### config.mk
export PLATFORM = sky130hd
export DESIGN_NAME = yarp_branch_sequencer
export DESIGN_NICKNAME = d
export VERILOG_FILES = /design/src/rtl/yarp_branch_sequencer.sv
export SDC_FILE = /design/constraint.sdc
export NUM_CORES = 1
export LEC_CHECK = 0
export ABC_AREA = 1
export BUFFER_PORTS_ARGS = -buffer_cell sky130_fd_sc_hd__buf_2
export CAP_MARGIN = 20
export CORE_ASPECT_RATIO = 1.2
export CORE_MARGIN = 2
export CORE_UTILIZATION = 45
export CTS_CLUSTER_DIAMETER = 50
export DETAILED_ROUTE_END_ITERATION = 10
export PLACE_DENSITY = 0.79
export SLEW_MARGIN = 5
export SYNTH_ARGS = -nofsm -noshare
export SYNTH_HDL_FRONTEND = slang
export SYNTH_SLANG_ARGS = --single-unit
### constraint.sdc
create_clock -name clk -period 4.2 [get_ports clk]
set_clock_uncertainty 0.1 [all_clocks]
set_input_delay 0.63 -clock clk [delete_from_list [all_inputs] [get_ports clk]]
set_output_delay 0.63 -clock clk [all_outputs]
set_load 0.01 [all_outputs]
### src/rtl/yarp_branch_sequencer.sv
// yarp_branch_sequencer: drives the registered branch comparator for one
// control-flow instruction at a time. It resolves taken/target/misalignment,
// returns the result over a valid/ready response, pulses a flush on clean
// taken redirects and keeps saturating resolved/taken statistics.
module yarp_branch_sequencer #(
  parameter int XLEN  = 32,
  parameter int CNT_W = 16
) (
  input  logic             clk,
  input  logic             reset_n,
  input  logic             req_valid_i,
  output logic             req_ready_o,
  input  logic [XLEN-1:0]  req_pc_i,
  input  logic [XLEN-1:0]  req_imm_i,
  input  logic [XLEN-1:0]  req_opr_a_i,
  input  logic [XLEN-1:0]  req_opr_b_i,
  input  logic [2:0]       req_func3_i,
  input  logic [1:0]       req_kind_i,
  output logic [XLEN-1:0]  cmp_opr_a_o,
  output logic [XLEN-1:0]  cmp_opr_b_o,
  output logic             cmp_is_b_type_o,
  output logic [2:0]       cmp_func3_o,
  input  logic             cmp_taken_i,
  output logic             rsp_valid_o,
  input  logic             rsp_ready_i,
  output logic             rsp_taken_o,
  output logic [XLEN-1:0]  rsp_target_o,
  output logic             rsp_misalign_o,
  output logic             flush_o,
  input  logic             stat_clr_i,
  output logic [CNT_W-1:0] stat_resolved_o,
  output logic [CNT_W-1:0] stat_taken_o
);

  typedef enum logic [1:0] {
    ST_IDLE = 2'd0,
    ST_CMP  = 2'd1,
    ST_EVAL = 2'd2,
    ST_RESP = 2'd3
  } state_e;

  localparam logic [1:0] KIND_BRANCH = 2'b00;
  localparam logic [1:0] KIND_JAL    = 2'b01;
  localparam logic [1:0] KIND_JALR   = 2'b10;

  // Saturating increment: the counter sticks at all-ones instead of wrapping.
  function automatic logic [CNT_W-1:0] sat_inc(input logic [CNT_W-1:0] v);
    logic [CNT_W-1:0] r;
    if (&v) begin
      r = v;
    end else begin
      r = v + {{(CNT_W-1){1'b0}}, 1'b1};
    end
    return r;
  endfunction

  state_e            state_r;
  state_e            state_nxt_s;

  logic [XLEN-1:0]   pc_r;
  logic [XLEN-1:0]   imm_r;
  logic [XLEN-1:0]   opr_a_r;
  logic [XLEN-1:0]   opr_b_r;
  logic [2:0]        func3_r;
  logic [1:0]        kind_r;
  logic              cmp_en_r;

  logic              rsp_valid_r;
  logic              rsp_taken_r;
  logic [XLEN-1:0]   rsp_target_r;
  logic              rsp_misalign_r;

  logic [CNT_W-1:0]  stat_resolved_r;
  logic [CNT_W-1:0]  stat_taken_r;

  logic              accept_s;
  logic              rsp_hs_s;
  logic              taken_s;
  logic [XLEN-1:0]   target_s;
  logic [XLEN-1:0]   jalr_sum_s;
  logic              misalign_s;

  assign accept_s = (state_r == ST_IDLE) & req_valid_i;
  assign rsp_hs_s = rsp_valid_r & rsp_ready_i;

  // Next-state sequencing of the four-phase request flow.
  always_comb begin
    state_nxt_s = state_r;
    case (state_r)
      ST_IDLE: begin
        if (req_valid_i) begin
          state_nxt_s = ST_CMP;
        end else begin
          state_nxt_s = ST_IDLE;
        end
      end
      ST_CMP:  state_nxt_s = ST_EVAL;
      ST_EVAL: state_nxt_s = ST_RESP;
      ST_RESP: begin
        if (rsp_ready_i) begin
          state_nxt_s = ST_IDLE;
        end else begin
          state_nxt_s = ST_RESP;
        end
      end
      default: state_nxt_s = ST_IDLE;
    endcase
  end

  // Resolve direction and next PC from the captured request and comparator.
  always_comb begin
    taken_s    = 1'b0;
    target_s   = pc_r + {{(XLEN-3){1'b0}}, 3'b100};
    jalr_sum_s = opr_a_r + imm_r;
    case (kind_r)
      KIND_BRANCH: taken_s = cmp_taken_i;
      KIND_JAL:    taken_s = 1'b1;
      KIND_JALR:   taken_s = 1'b1;
      default:     taken_s = 1'b0;
    endcase
    if (taken_s) begin
      if (kind_r == KIND_JALR) begin
        target_s = {jalr_sum_s[XLEN-1:1], 1'b0};
      end else begin
        target_s = pc_r + imm_r;
      end
    end else begin
      target_s = pc_r + {{(XLEN-3){1'b0}}, 3'b100};
    end
    misalign_s = taken_s & target_s[1];
  end

  // State register.
  always_ff @(posedge clk) begin
    if (!reset_n) begin
      state_r <= ST_IDLE;
    end else begin
      state_r <= state_nxt_s;
    end
  end

  // Capture request fields on acceptance; comparator enable lives for the CMP cycle only.
  always_ff @(posedge clk) begin
    if (!reset_n) begin
      pc_r     <= {XLEN{1'b0}};
      imm_r    <= {XLEN{1'b0}};
      opr_a_r  <= {XLEN{1'b0}};
      opr_b_r  <= {XLEN{1'b0}};
      func3_r  <= 3'b000;
      kind_r   <= 2'b00;
      cmp_en_r <= 1'b0;
    end else begin
      cmp_en_r <= accept_s & (req_kind_i == KIND_BRANCH);
      if (accept_s) begin
        pc_r    <= req_pc_i;
        imm_r   <= req_imm_i;
        opr_a_r <= req_opr_a_i;
        opr_b_r <= req_opr_b_i;
        func3_r <= req_func3_i;
        kind_r  <= req_kind_i;
      end
    end
  end

  // Response registers: loaded in EVAL, held until the consumer takes them.
  always_ff @(posedge clk) begin
    if (!reset_n) begin
      rsp_valid_r    <= 1'b0;
      rsp_taken_r    <= 1'b0;
      rsp_target_r   <= {XLEN{1'b0}};
      rsp_misalign_r <= 1'b0;
    end else if (state_r == ST_EVAL) begin
      rsp_valid_r    <= 1'b1;
      rsp_taken_r    <= taken_s;
      rsp_target_r   <= target_s;
      rsp_misalign_r <= misalign_s;
    end else if (rsp_hs_s) begin
      rsp_valid_r    <= 1'b0;
    end
  end

  // Statistics: count handed-off responses; a clear beats a same-cycle increment.
  always_ff @(posedge clk) begin
    if (!reset_n) begin
      stat_resolved_r <= {CNT_W{1'b0}};
      stat_taken_r    <= {CNT_W{1'b0}};
    end else if (stat_clr_i) begin
      stat_resolved_r <= {CNT_W{1'b0}};
      stat_taken_r    <= {CNT_W{1'b0}};
    end else if (rsp_hs_s) begin
      stat_resolved_r <= sat_inc(stat_resolved_r);
      if (rsp_taken_r) begin
        stat_taken_r <= sat_inc(stat_taken_r);
      end
    end
  end

  assign req_ready_o     = (state_r == ST_IDLE) & reset_n;
  assign cmp_opr_a_o     = opr_a_r;
  assign cmp_opr_b_o     = opr_b_r;
  assign cmp_func3_o     = func3_r;
  assign cmp_is_b_type_o = cmp_en_r;
  assign rsp_valid_o     = rsp_valid_r;
  assign rsp_taken_o     = rsp_taken_r;
  assign rsp_target_o    = rsp_target_r;
  assign rsp_misalign_o  = rsp_misalign_r;
  // The flush must coincide with the handshake, so it is decoded from held registers.
  assign flush_o         = reset_n & rsp_hs_s & rsp_taken_r & ~rsp_misalign_r;
  assign stat_resolved_o = stat_resolved_r;
  assign stat_taken_o    = stat_taken_r;

endmodule

==> flow_results.org <==
** Outcome
- Run status :: finished, final reports clean

** Worst setup path
- Reg-to-Reg Start :: kind_r[0]
- STA classifies the critical path startpoint as a primary input.
- CP Cell Sequence :: buf_4 -> inv_1 -> nor4_1 -> buf_2
- The slowest stage of the critical path is the sky130_fd_sc_hd__inv_1 cell.
- CP bufs+invs :: 3
- Kind of capture point of the worst setup path :: output port
- Worst setup path class :: in -> out
- For the worst setup path, the data required time is 3.47 ns.
- For the worst setup path, the data arrival time is 1.95 ns.
- Delay of the slowest critical-path stage :: 0.46 ns
- The endpoint identified for the worst register-to-register timing path is rsp_target_o[26].
- For flop-to-flop paths, the worst setup slack is 1.59 ns.
- Worst-case reg-to-reg path depth :: 7
- Broken down by cell family, the worst path's largest delay share belongs to buffers and inverters.
- Biggest fanout along the worst timing path :: 43

** Layout
- Fill cells :: 2844
- Share of cells above drive strength 1 :: 15.8%
- The repair_antennas step left the layout with diodes totalling 0.
- Area of all placed cells without fillers :: 15200 sq um
- Relative to the synthesized area, the layout overhead comes to 20.1%.
- Leaving out fill and tap cells, the most frequent cell in the layout is sky130_fd_sc_hd__nand2_1.
- NumNets Final :: 2456
- Top library cells by usage in the layout, fill and taps aside :: sky130_fd_sc_hd__nand2_1 (410), sky130_fd_sc_hd__nor2_1 (376), sky130_fd_sc_hd__buf_2 (274)

** STA
- Unrepaired setup endpoints after global routing :: no
- Clock period minus final worst setup slack :: 2.68 ns
- After layout, the worst path uses 63.9% of the clock period.
- In this run the tightest slew margin relative to its limit is 28.7%.
- Slew Viols, Final :: 0
- Setup violations remaining at the end of the flow were counted as 0.
- Final worst hold slack :: 0.156 ns
- Derived from the worst setup path, the maximum achievable clock frequency is 373 MHz.
- Accumulated negative setup slack :: 0 ns
- Worst slew pin tran :: 1.07 ns
- Final hold violations :: 0

** GRT
- Global routing finished with a remaining overflow of 0.
- The first global-routing pass estimated 64400 um of wire.
- Vias in the first global route :: 12800
- Maximum number of pins on one net before global-route repair :: 110
- Overall Global Routing Usage :: 27.1%
- Number of antenna violations at the first check in global routing :: 1

** Clocking
- After clock tree synthesis, the clock-pin slew on the worst setup and hold paths is 0.06 ns.
- Number of gates resized after CTS :: 0
- After clock tree synthesis, the flow added hold-fix buffers numbering 0.
- Clock tree from TritonCTS :: done
- The tree built by TritonCTS fans out to 203 sinks.
- The clock passes through at most 3 buffers.
- Cell at the root of the clock tree :: sky130_fd_sc_hd__clkbuf_16
- Post-CTS setup buffer count :: 0
- Counting the buffers created by CTS gives 25.
- Latest clock arrival within the worst-skew pair :: 0.54 ns
- In this run the number of H-tree levels came out at 1.

** Min path
- For hold timing, the worst endpoint is cmp_is_b_type_o.
- The startpoint identified for the worst hold timing path is req_kind_i[0].
- Path class of the lowest-slack min-delay path :: in -> reg
- Counting instances, the worst hold path has a depth of 2.

** Synth
- In this run the biggest area consumer among cell types represents 32.1% of the synthesized area.
- Most used DFF post-synth :: sky130_fd_sc_hd__dfxtp_1
- Most area-hungry cell type in the Yosys netlist :: sky130_fd_sc_hd__dfxtp_1
- Synthesis inferred 203 register bits.
- FFs w/ async S/R, synth :: 0%
- Synthesis handed over a netlist of 2003 instances.
- Yosys cell types :: 48
- The mapped netlist covers 12700 sq um.
- Yosys printed 0 warnings.
- Synthesis produced a netlist with a net count of 2211.
- Cell types with the largest area share after synthesis :: sky130_fd_sc_hd__dfxtp_1 (32%), sky130_fd_sc_hd__nand2_1 (12%), sky130_fd_sc_hd__nor2_1 (11%)
- Counting flops with a built-in enable in the synthesized netlist gives 0.
- In this run the mean area of a mapped cell was 6.32 sq um.
- For this run, the register share of the synthesized area comes to 32.1%.

** Routing
- Count of unresolved DRC violations after routing :: 0
- The detailed router used layers up to and including met5.
- The routed design uses 18900 um of met2 wire.
- Routed length on met1 :: 17700 um
- Via count :: 14000
- In this run the remaining antenna-violating nets after routing total 0.
- Average vias per placed instance :: 5.28
- Dividing the detail-routed wire length by the instance count gives 15.6 um.
- The detailed router finished its first iteration with 964 violations.
- For this run, the detailed router's first-pass iteration total came to 6.
- For this block, the routed nets add up to 41200 um of wire.
- Sum of met3 wire segment lengths after detailed routing :: 3320 um

** Place
- Post-detail-place hpwl :: 32000 um
- At the end of routability-driven placement, the weighted congestion stood at 0.966.
- Summing all placed instances gives a cell area of 14300 sq um.
- During placement, the flow inserted port buffers numbering 275.

** Die
- Die Footprint :: 29500 sq um
- Chip Width :: 157 um
- Core Area :: 27800 sq um
- For this configuration, the core starts out at a cell density of 45.5%.
- In this run the count of I/O pins placed on the die edge is 276.
- From bottom edge to top edge, the die measures 188 um.
- Floorplan row count :: 67

** Power and ir drop
- VDD sags by at most 0.301 mV.
- In this run the power density over the cells is 391 nW/um^2.
- For this design the static power due to leakage is 0.00746 uW.

** Job
- Max-cap violations in this run came to 0.
## area by class of cell
class	instances	area, sq um	share of cell area, %
clock buffer	34	709	4.67
clock inverter	12	150	0.988
tap	379	474	3.12
timing repair buffer	282	1440	9.50
sequential	203	4060	26.7
inverter	231	868	5.71
multi-input combinational	1505	7490	49.3
## sequential cells by signal, indices dropped and copies added (netlist names)
| register | cells |
|---|---|
| kind_r | 2 |
| pc_r | 32 |
| rsp_valid_o | 1 |
| rsp_taken_o | 1 |
| cmp_opr_a_o | 32 |
| stat_taken_o | 16 |
| cmp_is_b_type_o | 1 |
| stat_resolved_o | 16 |
| rsp_misalign_o | 1 |
| imm_r | 32 |
| cmp_func3_o | 3 |
| state_r | 2 |
| rsp_target_o | 32 |
| cmp_opr_b_o | 32 |
## per-layer routing
layer | vias up | track usage, %
met2 | 576 | 44.6
li1 | 7039 | -
met3 | 83 | 3.61
met5 | - | 0
met1 | 6259 | 36.5
met4 | 2 | 8.99
## cells by family after synthesis
logic type               share of synthesized area (%)
AO/OA/AOI/OAI                                     17.3
XOR/XNOR                                          1.59
adder cells (fa/ha/maj)                           6.94
buffers and inverters                             8.78
flip-flops                                        32.1
AND/OR/NAND/NOR                                   33.3
## power by group
group	switching [uW]	leakage [uW]	internal, uW
combinational	914	0.00537	509
clock	900	0.000420	1330
sequential	192	0.00167	2100
## stage by stage
stage	instances	worst slack, ns	power, uW	utilization [%]
after floorplan	2003	2.07	3220	-
after global placement	2600	1.49	3710	51.5
after detailed placement	2600	1.46	3730	51.5
after CTS	2646	1.49	5970	54.6
after global routing	2646	1.36	6250	54.6
final	2646	1.52	5940	54.6
## synthesized netlist by cell type (all sizes together), types with 14 or more instances
cell	instances
a21oi	145
nand4	20
ha	67
clkbuf	56
nor2	388
dfxtp	203
inv	231
xor2	15
nand2	416
nand3	120
o21bai	14
nor3	29
o21ai	211
## worst max-delay path by stage
stage | startpoint | end | slack [ns] | cells after the start
2_1_floorplan | cmp_opr_a_o[1] | rsp_target_o[30] | 2.07 | 12
3_3_place_gp | req_valid_i | cmp_opr_a_o[22] | 1.49 | 6
3_5_place_dp | req_valid_i | cmp_opr_a_o[22] | 1.46 | 6
4_1_cts | reset_n | flush_o | 1.49 | 4
5_1_grt | pc_r[0] | rsp_target_o[26] | 1.36 | 17
6_report | reset_n | flush_o | 1.52 | 4
Power figures use the tool's default switching activity.
